$ cat src/rtl/hilo_mult_sequencer.sv
// Multi-cycle radix-2 shift-add multiplier that owns the HI/LO register pair.
// It stalls EX when a multiply, an HI/LO read or an HI/LO write arrives while a multiply is running.
module hilo_mult_sequencer #(
    parameter int unsigned ITER = 32
) (
    input  logic        clk,
    input  logic        rst,
    input  logic        start,
    input  logic        is_signed,
    input  logic [31:0] op_a,
    input  logic [31:0] op_b,
    input  logic        rd_hilo,
    input  logic        wr_hi,
    input  logic        wr_lo,
    input  logic [31:0] wdata,
    input  logic        flush,
    output logic [31:0] hi,
    output logic [31:0] lo,
    output logic        busy,
    output logic        done,
    output logic        stall_EX
);

    typedef enum logic [1:0] {StIdle, StRun, StFix} state_e;

    state_e      state_q, state_d;
    logic [31:0] mcand_q, mcand_d;
    logic [31:0] mplier_q, mplier_d;
    logic [63:0] acc_q, acc_d;
    logic [5:0]  cnt_q, cnt_d;
    logic        neg_q, neg_d;
    logic [31:0] hi_q, hi_d;
    logic [31:0] lo_q, lo_d;
    logic        done_q, done_d;

    logic [31:0] mag_a, mag_b;
    logic [32:0] sum;
    logic [63:0] product;

    always_comb begin
        mag_a   = (is_signed && op_a[31]) ? ~op_a + 32'd1 : op_a;
        mag_b   = (is_signed && op_b[31]) ? ~op_b + 32'd1 : op_b;
        // 33-bit sum keeps the carry so the right shift below never loses it
        sum     = {1'b0, acc_q[63:32]} + (mplier_q[0] ? {1'b0, mcand_q} : 33'd0);
        product = neg_q ? ~acc_q + 64'd1 : acc_q;
    end

    always_comb begin
        state_d  = state_q;
        mcand_d  = mcand_q;
        mplier_d = mplier_q;
        acc_d    = acc_q;
        cnt_d    = cnt_q;
        neg_d    = neg_q;
        hi_d     = hi_q;
        lo_d     = lo_q;
        done_d   = 1'b0;

        unique case (state_q)
            StIdle: begin
                if (start && !flush) begin
                    mcand_d  = mag_a;
                    mplier_d = mag_b;
                    neg_d    = is_signed & (op_a[31] ^ op_b[31]);
                    acc_d    = 64'd0;
                    cnt_d    = 6'd0;
                    state_d  = StRun;
                end else if (!start) begin
                    if (wr_hi) hi_d = wdata;
                    if (wr_lo) lo_d = wdata;
                end
            end
            StRun: begin
                if (flush) begin
                    state_d = StIdle;
                end else begin
                    acc_d    = {sum, acc_q[31:1]};
                    mplier_d = mplier_q >> 1;
                    cnt_d    = cnt_q + 6'd1;
                    if (cnt_q == 6'(ITER - 1)) state_d = StFix;
                end
            end
            StFix: begin
                state_d = StIdle;
                if (!flush) begin
                    hi_d   = product[63:32];
                    lo_d   = product[31:0];
                    done_d = 1'b1;
                end
            end
            default: state_d = StIdle;
        endcase
    end

    always_ff @(posedge clk or negedge rst) begin
        if (!rst) begin
            state_q  <= StIdle;
            mcand_q  <= 32'd0;
            mplier_q <= 32'd0;
            acc_q    <= 64'd0;
            cnt_q    <= 6'd0;
            neg_q    <= 1'b0;
            hi_q     <= 32'd0;
            lo_q     <= 32'd0;
            done_q   <= 1'b0;
        end else begin
            state_q  <= state_d;
            mcand_q  <= mcand_d;
            mplier_q <= mplier_d;
            acc_q    <= acc_d;
            cnt_q    <= cnt_d;
            neg_q    <= neg_d;
            hi_q     <= hi_d;
            lo_q     <= lo_d;
            done_q   <= done_d;
        end
    end

    assign hi       = hi_q;
    assign lo       = lo_q;
    assign done     = done_q;
    assign busy     = (state_q != StIdle);
    assign stall_EX = busy & (start | rd_hilo | wr_hi | wr_lo);

endmodule

$ cat config.mk
export PLATFORM = sky130hd
export DESIGN_NAME = hilo_mult_sequencer
export DESIGN_NICKNAME = d
export VERILOG_FILES = /design/src/rtl/hilo_mult_sequencer.sv
export SDC_FILE = /design/constraint.sdc
export NUM_CORES = 1
export LEC_CHECK = 0
export ABC_AREA = 1
export CORE_ASPECT_RATIO = 1.75
export CORE_MARGIN = 4
export CORE_UTILIZATION = 23
export DETAILED_ROUTE_END_ITERATION = 10
export PLACE_DENSITY_LB_ADDON = 0.3
export SYNTH_ARGS = -nofsm -noshare
export SYNTH_HDL_FRONTEND = slang
export SYNTH_SLANG_ARGS = --single-unit
$ cat constraint.sdc
create_clock -name clk -period 5.7 [get_ports clk]
set_input_delay 0.855 -clock clk [delete_from_list [all_inputs] [get_ports clk]]
set_output_delay 0.855 -clock clk [all_outputs]
set_load 0.05 [all_outputs]
==> flow_summary.rst <==
.. list-table::
   :header-rows: 1

   * - Metric
     - Value
   * - DP Wirelength
     - 44800 um
   * - H-tree levels
     - 1
   * - Cells resized by post-CTS repair
     - 0
   * - Unrepaired setup endpoints after global routing
     - no
   * - Most repeated cell in the gate-level netlist after synthesis
     - sky130_fd_sc_hd__nand2_1
   * - Die span in y
     - 342 um
   * - Gate count of the mapped netlist
     - 2275
   * - CTS tree
     - yes
   * - Type of the worst setup path
     - input port to primary output
   * - Root cell of the clock tree
     - sky130_fd_sc_hd__clkbuf_16
   * - Final wirelength
     - 57400 um
   * - Cells taking the most area after synthesis
     - sky130_fd_sc_hd__dfrtp_1, sky130_fd_sc_hd__nand2_1, sky130_fd_sc_hd__nor2_1, sky130_fd_sc_hd__a21oi_1, sky130_fd_sc_hd__inv_1
   * - Part of the Yosys area used for sequential elements
     - 0.345
   * - Number of synthesized flops with an enable pin
     - 0
   * - Pre-Repair DR Iteration Count
     - 5
   * - VDD IR max
     - 175 uV
   * - Cell Pwr Density
     - 368 mW/mm2
   * - CTS Buf Count
     - 25
   * - Number of global-route vias before repair
     - 15.3k
   * - Most numerous cell types in the synthesized netlist
     - sky130_fd_sc_hd__nand2_1, sky130_fd_sc_hd__nor2_1, sky130_fd_sc_hd__inv_1
   * - Peak Freq
     - 309 MHz
   * - DRC marker count from the first detailed-route iteration
     - 801
   * - Run status
     - complete, no violations
   * - Area added between synthesis and finish
     - 22.4%
   * - Final net count
     - 2547
   * - Library cell with the largest summed area after synthesis
     - sky130_fd_sc_hd__dfrtp_1
   * - Number of pins exceeding their max-slew limit in the final report
     - 0
   * - Total routing resource utilization after global routing
     - 0.164
   * - Largest net degree at the start of global routing
     - 113
   * - Number of DRC violations after detailed routing
     - 0
   * - Site Rows
     - 122
   * - Width of the die
     - 199 um
   * - Via Count
     - 15.1k
   * - Pre-CTS WS
     - 2.14 ns
   * - Summed negative setup slack over all endpoints
     - 0 ns
   * - Startpoint of the lowest-slack register-to-register path
     - state_q[1]
   * - Post-route minimum period
     - 3.24 ns
   * - IO buf count
     - 170
   * - Final instance area
     - 0.0179 mm2
   * - Starting Density
     - 0.232
   * - Number of setup buffers added after CTS
     - 0
   * - Async S/R FF share, synth
     - 1.00
   * - Clock-pin slew on the worst setup and hold paths
     - 0.06 ns
   * - Wire length of the first global-routing pass
     - 87300 um
   * - Count of final setup violators
     - 0
   * - Routed via count divided by cell count
     - 4.68
   * - Number of max-cap violations
     - 0
   * - Count of antenna diodes in the layout
     - 0
   * - Yosys cell types
     - 49
   * - Routed wire per std cell
     - 17.8 um
   * - CP endpoint kind
     - primary output
   * - Total of hold buffers inserted after clock tree synthesis
     - 0
   * - Final worst setup slack
     - 2.46 ns
   * - Final Total Pwr
     - 6600 uW
   * - Final weighted congestion in routability-driven placement
     - 0.933
   * - Primary flip-flop cell chosen by synthesis mapping
     - sky130_fd_sc_hd__dfrtp_1
   * - Portion of synthesized cell area occupied by the leading cell type
     - 0.345
   * - Netlist area before placement
     - 0.0146 mm2
   * - HP Class
     - input port to async pin
   * - Antenna violations before repair
     - 1
   * - Proportion of layout cells with a drive suffix above 1
     - 0.0454
   * - Post-DRT Antenna Nets
     - 0
   * - Hold Fails Final Rpt
     - 0
   * - Syn_nets
     - 2416
   * - Warnings from Yosys
     - 0
   * - Count of boundary I/O pins
     - 171
   * - Clock Skews
     - 0.0364 ns
   * - Core area
     - 0.0632 mm2
   * - Transition time of the tightest slew-check pin
     - 1.22 ns
   * - Sink Count
     - 202
   * - Critical Path AT
     - 2.38 ns
   * - Flip-flop and latch count after synthesis
     - 202
   * - Max transition margin
     - 0.189
   * - Kind of start point of the critical path
     - input port
   * - Mean Syn Cell Area
     - 6.44 um2
   * - Launch point of the worst path
     - start
   * - Clock insertion delay at the later pin of the skew report
     - 0.55 ns
   * - Standby leakage power
     - 0.00861 uW
   * - Cell area after placement
     - 0.0171 mm2
   * - Required time of the worst setup path
     - 4.85 ns
   * - Overall die area
     - 0.0679 mm2
   * - Maximum count of clock buffers along a single path
     - 3
   * - Biggest fanout along the worst timing path
     - 3
   * - Total overflow reported by the global router
     - 0
   * - Final period utilization
     - 0.568
==> stage by stage <==
step | instances | util | hold WS, ns
floorplan | 2275 | - | 0.444
global placement | 3185 | 0.270 | 0.460
detailed placement | 3185 | 0.270 | 0.460
CTS | 3227 | 0.284 | 0.414
global route | 3227 | 0.284 | 0.424
finish | 3227 | 0.284 | 0.291
==> worst paths after layout <==
path	depth (start not counted)	slack [ns]	to
max in group asynchronous	2	4.16	neg_q
worst max register to register	8	2.74	acc_q[0]
worst min-delay path	1	0.29	lo[21]
min in group clk	2	0.48	mcand_q[28]
worst max-delay path	4	2.46	stall_EX
worst min register to register	2	0.48	mcand_q[28]
==> where the power goes <==
group          leakage [uW]  switching [uW]  internal [uW]
logic               0.00571            1940            921
registers           0.00250             312           1730
clock network      0.000403             665           1030
==> critical path: stages <==
cell	delay [ns]
sky130_fd_sc_hd__clkdlybuf4s50_1	0.47
sky130_fd_sc_hd__nor4_1	0.29
sky130_fd_sc_hd__nor2_1	0.07
sky130_fd_sc_hd__clkdlybuf4s50_1	0.70
==> cell type report <==
class	instances	area, um2
fill	7115	45300
multi-input combinational	1740	8250
sequential	202	5060
timing repair buffer	179	1790
tap	806	1010
inverter	258	968
clock buffer	33	696
clock inverter	9	155
==> cells by family (layout without fill, tap and decap cells) <==
kind of cell / count (synthesis) / in the layout / share of synthesized area
and+or+nand+nor: 1239 / 1239 / 0.352
AOI/OAI and AO/OA: 436 / 436 / 0.161
buffers and inverters: 333 / 479 / 0.0924
DFF: 202 / 202 / 0.345
adders and majority gates: 37 / 37 / 0.0321
xor gates and xnor gates: 28 / 28 / 0.0167
==> cells in the final DEF (no fill, tap or decap), types with 20 or more instances in the layout <==
cell,n
sky130_fd_sc_hd__a21oi_1,188
sky130_fd_sc_hd__clkbuf_16,25
sky130_fd_sc_hd__clkdlybuf4s50_1,169
sky130_fd_sc_hd__dfrtp_1,201
sky130_fd_sc_hd__ha_1,36
sky130_fd_sc_hd__inv_1,247
sky130_fd_sc_hd__nand2_1,621
sky130_fd_sc_hd__nand3_1,175
sky130_fd_sc_hd__nand4_1,20
sky130_fd_sc_hd__nor2_1,355
sky130_fd_sc_hd__o21ai_0,136
sky130_fd_sc_hd__o21ai_1,33
sky130_fd_sc_hd__o22ai_1,39
sky130_fd_sc_hd__xor2_1,21
==> registers in the layout (all words and copies together) (netlist names) <==
name      flops
acc_q        64
cnt_q         6
done          1
hi           32
lo           32
mcand_q      32
mplier_q     32
neg_q         1
state_q       2
==> per-layer routing <==
metal,vias to the layer above,GRT usage,part of all wire
met2,357,0.315,0.54
met3,124,0.0141,0.031
met1,6976,0.180,0.38
met5,-,0,0
li1,7641,-,-
met4,0,0.0744,0.049
Power figures use the tool's default switching activity.
